**src/rtl/scoreboard_issue_control.sv**
```systemverilog
// Issue-stage scoreboard: per-register pending-write countdowns plus a post-jump block window.
// Optional SCOREBOARD_STATS_EN adds a saturating stall_cycles counter.
module scoreboard_issue_control #(
  parameter int NUM_REGS       = 32,
  parameter int REG_ADDR_WIDTH = 5,
  parameter int WB_LATENCY     = 3,
  parameter int JUMP_PENALTY   = 2
) (
  input  logic                      clk,
  input  logic                      rst,
  input  logic                      issue_valid,
  input  logic                      src0_used,
  input  logic [REG_ADDR_WIDTH-1:0] src0_reg,
  input  logic                      src1_used,
  input  logic [REG_ADDR_WIDTH-1:0] src1_reg,
  input  logic                      dst_used,
  input  logic [REG_ADDR_WIDTH-1:0] dst_reg,
  input  logic                      is_jump,
  input  logic                      flush,
  output logic                      stall,
  output logic                      issue_fire,
  output logic [NUM_REGS-1:0]       busy_mask
`ifdef SCOREBOARD_STATS_EN
  ,
  output logic [31:0]               stall_cycles
`endif
);

  localparam int CW = ($clog2(WB_LATENCY + 1) > 0) ? $clog2(WB_LATENCY + 1) : 1;
  localparam int JW = ($clog2(JUMP_PENALTY + 1) > 0) ? $clog2(JUMP_PENALTY + 1) : 1;

  logic [CW-1:0] cnt [NUM_REGS];
  logic [JW-1:0] jcnt;
  logic          src0_busy;
  logic          src1_busy;
  logic          dst_busy;
  logic          hazard;

  always_comb begin
    for (int unsigned r = 0; r < NUM_REGS; r++) begin
      busy_mask[r] = (cnt[r] != '0);
    end
  end

  // Lookup by matching against in-range indices only, so out-of-range addresses read as idle.
  always_comb begin
    src0_busy = 1'b0;
    src1_busy = 1'b0;
    dst_busy  = 1'b0;
    for (int unsigned r = 0; r < NUM_REGS; r++) begin
      if (src0_reg == REG_ADDR_WIDTH'(r)) src0_busy = busy_mask[r];
      if (src1_reg == REG_ADDR_WIDTH'(r)) src1_busy = busy_mask[r];
      if (dst_reg  == REG_ADDR_WIDTH'(r)) dst_busy  = busy_mask[r];
    end
  end

  always_comb begin
    hazard     = (src0_used & src0_busy) | (src1_used & src1_busy) |
                 (dst_used & dst_busy) | (jcnt != '0);
    stall      = issue_valid & (hazard | flush);
    issue_fire = issue_valid & ~hazard & ~flush;
  end

  always_ff @(posedge clk or negedge rst) begin
    if (!rst) begin
      for (int unsigned r = 0; r < NUM_REGS; r++) begin
        cnt[r] <= '0;
      end
    end else begin
      for (int unsigned r = 0; r < NUM_REGS; r++) begin
        if (issue_fire && dst_used && (dst_reg == REG_ADDR_WIDTH'(r))) begin
          cnt[r] <= CW'(WB_LATENCY);
        end else if (cnt[r] != '0) begin
          cnt[r] <= cnt[r] - 1'b1;
        end
      end
    end
  end

  // Flush only cancels the jump window; register writes already issued stay in flight.
  always_ff @(posedge clk or negedge rst) begin
    if (!rst) begin
      jcnt <= '0;
    end else if (flush) begin
      jcnt <= '0;
    end else if (issue_fire && is_jump) begin
      jcnt <= JW'(JUMP_PENALTY);
    end else if (jcnt != '0) begin
      jcnt <= jcnt - 1'b1;
    end
  end

`ifdef SCOREBOARD_STATS_EN
  always_ff @(posedge clk or negedge rst) begin
    if (!rst) begin
      stall_cycles <= '0;
    end else if (stall && (stall_cycles != '1)) begin
      stall_cycles <= stall_cycles + 32'd1;
    end
  end
`endif

endmodule
```
**config.mk**
```make
export PLATFORM = sky130hd
export DESIGN_NAME = scoreboard_issue_control
export DESIGN_NICKNAME = d
export VERILOG_FILES = /design/src/rtl/scoreboard_issue_control.sv
export SDC_FILE = /design/constraint.sdc
export NUM_CORES = 1
export LEC_CHECK = 0
export CAP_MARGIN = 20
export CORE_ASPECT_RATIO = 0.8
export CORE_MARGIN = 2
export CORE_UTILIZATION = 52
export CTS_BUF_LIST = sky130_fd_sc_hd__clkbuf_16
export DETAILED_ROUTE_END_ITERATION = 8
export PLACE_DENSITY = 0.77
export RECOVER_POWER = 100
export SKIP_CTS_REPAIR_TIMING = 1
export SKIP_LAST_GASP = 1
export SYNTH_ARGS = -nofsm -noshare
export SYNTH_HDL_FRONTEND = slang
export SYNTH_SLANG_ARGS = --single-unit
```
**constraint.sdc**
```tcl
create_clock -name clk -period 2.8 [get_ports clk]
set_input_delay 0.28 -clock clk [delete_from_list [all_inputs] [get_ports clk]]
set_output_delay 0.28 -clock clk [all_outputs]
set_load 0.02 [all_outputs]
```
After elaboration in Yosys (flattened, before gate mapping):

Index checks and enable logic that the tools add are counted.

* register bits after elaboration: 66
* input port bits: 23

* add/sub/neg operators: 33
* eq/ne operators: 93
* mux-type cells: 163
* bitwise logic cells: 12
* reduce and logical (&&, ||, !) cells: 103

Operators by type and width (count)
* 5-bit equality test, second input constant: 48
* 2-bit 2-to-1 mux: 67
* 2-bit nonzero test: 65
* 5-bit by 4-bit equality test with 1-bit output, second input constant: 24
* 1-bit 2-to-1 mux: 96
* 2-bit by 1-bit subtractor with 2-bit output, second input constant: 33
* 5-bit by 3-bit equality test with 1-bit output, second input constant: 12
* 1-bit logical AND: 34
* 5-bit by 2-bit equality test with 1-bit output, second input constant: 6
* 5-bit by 1-bit equality test with 1-bit output, second input constant: 3
* 5-bit logical NOT: 3
* 1-bit bitwise AND: 6
* 1-bit bitwise OR: 4
* 3-bit nonzero test: 1
* 1-bit NOT: 2

Longest topological paths before layout:

Gate-level depths: netlist of the first run.

* word-level depth: 43
* depth in mapped cells: 12
* mapped depth without buffers: 9

Least setup slack after synthesis of the first run:

OpenSTA, ideal clock, no wires.

* path kind: register -> output
* start point: reg jcnt[0]
* end point: out issue_fire
* arrival: 2650 ps
* required time: 2520 ps
* slack: -130 ps
* stages on the path, launching flop included: 11
* path buffers: 1
* cells stage by stage: dfrtp_1 inv_1 ha_1 or3b_1 o22ai_1 and3_1 or4b_4 o221ai_4 buf_4 nand2_1 nor3_1

* word-level cells in the longest chain between the ends: 5

RTL lines
* start, declared: line 33 `logic [JW-1:0] jcnt;`
* start signal, assigned: line 87 `jcnt <= JW'(JUMP_PENALTY);`
* start signal, assigned: line 89 `jcnt <= jcnt - 1'b1;`
* 2-bit nonzero test: line 59 `(dst_used & dst_busy) | (jcnt != '0);`
* 1-bit bitwise OR: line 59
* 1-bit NOT: line 61 `issue_fire = issue_valid & ~hazard & ~flush;`
* 1-bit bitwise AND (2 in a row): line 61
* end, declared: line 21 `output logic issue_fire,`

Every way passes these cells.

Worst setup path in the final report of the first run:

* start point: reg jcnt[1]
* end point: out stall

* word-level cells in the longest chain between the ends: 4

RTL lines
* 2-bit nonzero test: line 59
* 1-bit bitwise OR: line 59
* 1-bit bitwise OR: line 60 `stall = issue_valid & (hazard | flush);`
* 1-bit bitwise AND: line 60
* end, declared: line 20 `output logic stall,`

Every way passes these cells.

==> results of run 1 <==
metrics by stage:
stage          hold WS [ns]  instance area, sq um  util [%]  setup WS [ns]
2_1_floorplan      -0.01559                  5248         -        0.03614
3_3_place_gp         0.2993                  6927     71.19        -0.5099
3_5_place_dp         0.3068                  6927     71.19        -0.5339
4_1_cts            -0.05000                  7223     74.24        -0.6086
5_1_grt              0.5315                  7266     74.68        -0.2401
6_report             0.4958                  7266     74.68        -0.1490
report_power, final:
part	internal (W)	switching, W
Sequential	0.00150	0.000266
Combinational	0.00265	0.00288
Clock	0.000687	0.000432
critical path, delay by kind of cell, from the launching register on:
kind                       cells  cell delay, ns
adders and majority gates      1            0.13
and+or+nand+nor                4            1.09
buffers and inverters          2            0.21
AOI/OAI and AO/OA              3            0.52
DFF                            1            0.40
state kept, by name, indices dropped and copies added, names as in the netlist:
register,count
jcnt,2
cnt,64
logic make-up (layout without fill, tap and decap cells):
| family | after synthesis | count (layout) | share of synthesized area [%] |
|---|---|---|---|
| muxes | 20 | 20 | 5.274 |
| DFF | 66 | 66 | 31.50 |
| adders and majority gates | 33 | 33 | 7.876 |
| and+or+nand+nor | 182 | 182 | 17.30 |
| xor gates and xnor gates | 33 | 33 | 5.513 |
| buffers and inverters | 147 | 325 | 11.53 |
| AOI/OAI and AO/OA | 178 | 178 | 21.00 |
final cells by class:
cell class	count	share of cell area, %
flip-flops and latches	66	22.73
clock buffers	9	3.100
well taps	136	2.342
repair buffers	202	23.56
clock inverters	7	0.9816
multi-input cells	446	41.76
inverters	107	5.528
synth_stat cells (2+ instances only):
library cell    n
a2111oi_0       2
a211oi_1        4
a21oi_1        43
a221o_1         3
a221oi_1        4
a22oi_1         4
a2bb2oi_1       2
a311oi_1        2
and3_1          2
and3b_1         3
and4_1          2
buf_1           2
buf_2          18
buf_4           2
buf_6           3
clkbuf_1       15
dfrtp_1        66
ha_1           33
inv_1         105
mux2i_1        13
mux4_2          6
nand2_1        31
nand2b_1       15
nand3_1        29
nand3b_1        4
nand4_1         7
nor2_1         58
nor2b_1        10
nor3_1         10
nor3b_1         2
o2111ai_1       2
o211ai_1        6
o21a_1          3
o21ai_0        18
o21ai_1        59
o221ai_1        3
o22ai_1         3
o31ai_1         2
o32ai_1         3
or3b_1          2
xor2_1         33
path summary, 6_finish.rpt:
path / cells after the start / to / from
worst max-delay path: 10 / stall / jcnt[1]
worst min-delay path: 2 / cnt[1] / cnt[1]
worst max register to register: 10 / cnt[37] / jcnt[1]
worst min register to register: 2 / cnt[1] / cnt[1]
max in group asynchronous: 3 / cnt[32] / rst
min in group asynchronous: 2 / cnt[7] / rst
metal layers:
layer	global-route usage [%]	share of wire (%)	vias up
li1	-	-	2605
met1	43.25	45	2624
met2	50.82	46	222
met3	6.323	7.4	25
met4	9.425	1.6	0
met5	0	0	-
==> results.md, run 1 <==
- Share of cells above drive strength 1: roughly 22%
- Vias in the first global route: 5,377
- Routability cong.: 0.9391
- DRC: 0
- Routed Antenna Nets: 0
- Antenna diodes: 0
- Post-Layout Cell Count: a little under 1,000
- Most common library cell in the layout ignoring fill and taps: buf_4
- CP cell instances: inv_2 > ha_4 > or3b_1 > o22ai_1 > and3_1 > or4b_4 > o221ai_4 > nand2_2 > o21a_1 > buf_6
- CP Max Fanout: 2
- HPWL Detailed: about 13 mm
- Clk buf depth: 2
- FFs w/ async S/R, synth: 100.0%
- Number of flops mapped to enable cells by yosys: 0
- Dpl cells: ~960
- Critical path required time: roughly 2.5 ns
- Crit-path slowest cell: or4b_4
- Setup Skew: between 0.006 and 0.007 ns
- Initial antenna violation count: 0
- # setup viols final: 4
- Main synth FF type: dfrtp_1
- Largest area contributor in the netlist: dfrtp_1
- Clock root buffer: clkbuf_16
- Final hold violations: 0
- CTS buffer count: 9
- Synth top area cells: dfrtp_1 (32%), ha_1 (7.9%), inv_1 (7.5%), o21ai_1 (5.6%), xor2_1 (5.5%)
- Netlist cell types: between 60 and 70
- Reg area: about 1700 sq um
- Mapped Area: 5243 sq um
- Slew HR: about 4.5%
- Max-slew violation count: 0
- Gr usage total: a little under a third
- Top cell type's share of synthesized area: a little under a third
- Routed wire length: around 16 mm
- Core ar.: 9729 sq um
- Sequential fraction of the synthesis area: a little under a third
- CP startpoint kind: register
- Setup TNS: -0.2567 ns
- Multi-input gate area: a little over 3000 sq um
- Vias: 5,476
- Failing checks: setup timing
- CTS sink cnt: between 60 and 70
- Syn_area_per_cell: around 8.0 sq um
- Clock latency on the worst-skew pair: approximately 0.33 ns
- Max incr delay on CP: about 0.48 ns
- Status: finished with violations
- Yosys warnings: 0
- Worst Slack Setup Final: -0.1490 ns
- CTS tree: yes
- Wire length per cell: 16.82 microns
- Min-delay worst type: register to register
- GRT Residual Overflow: 0
- # H-tree levels: 3
- Commonest cells after routing, fill and taps aside: buf_4 (138), inv_1 (104), dfrtp_1 (66)
- 1st-pass router iterations: 5
- Die W: approximately 120 microns
- Total power: between 0.008 and 0.009 W
- RSZ-0062 raised after global routing: true
- Peak supply drop: about 0.67 mV
- Worst EP arrival: between 2 and 3 ns
- Die Y: approximately 94 microns
- Largest net degree at the start of global routing: 35
- Fillers: roughly 770
- Pwr Density: 1158 nW/um^2
- Die Area: between 10,000 and 15,000 sq um
- Final Cycle Share: 105.3%
- Clock transition at path regs: around 0.06 ns
- Max Cap Viol: 0
- 1st-iter DRT viols: 482
- Syn_nets: a little over 700
- I/O Pins: 57
- Port Buffers: between 50 and 60
- Kind of critical path: register to output port
- Row count: 32
- Setup crit end kind: output port
- Register bit total from synthesis: between 60 and 70
- Crit path time final: about 2.9 ns
- Post-layout nets: 888
- Mapped Cells: roughly 660
- FMAX: 339.1 MHz
- Leak: approximately 3.4 nW
- Worst-Margin Slew: between 1 and 1.5 ns
- Initial core utilization: around 54%
- Setup slack, reg-to-reg: -0.01 ns
- Area Overhead vs Synth: 38.59%
- Via/cell ratio: roughly 5.6
- First-pass GRT wire length: roughly 27 mm
Note: power is estimated with default switching activity, not from simulation.
==> run 2, diff against run 1 <==
--- a/config.mk
+++ b/config.mk
@@ -11,6 +11,7 @@
 export CORE_UTILIZATION = 52
 export CTS_BUF_LIST = sky130_fd_sc_hd__clkbuf_16
 export DETAILED_ROUTE_END_ITERATION = 8
+export HOLD_SLACK_MARGIN = 0.08
 export PLACE_DENSITY = 0.77
 export RECOVER_POWER = 100
 export SKIP_CTS_REPAIR_TIMING = 1
==> results of run 2 <==
Same layout as run 1: the final DEF is identical, and so are final timing and power.
==> run 3, diff against run 2 <==
--- a/config.mk
+++ b/config.mk
@@ -5,7 +5,6 @@
 export SDC_FILE = /design/constraint.sdc
 export NUM_CORES = 1
 export LEC_CHECK = 0
-export CAP_MARGIN = 20
 export CORE_ASPECT_RATIO = 0.8
 export CORE_MARGIN = 2
 export CORE_UTILIZATION = 52
==> results of run 3 <==
Same layout as run 1: the final DEF is identical, and so are final timing and power.
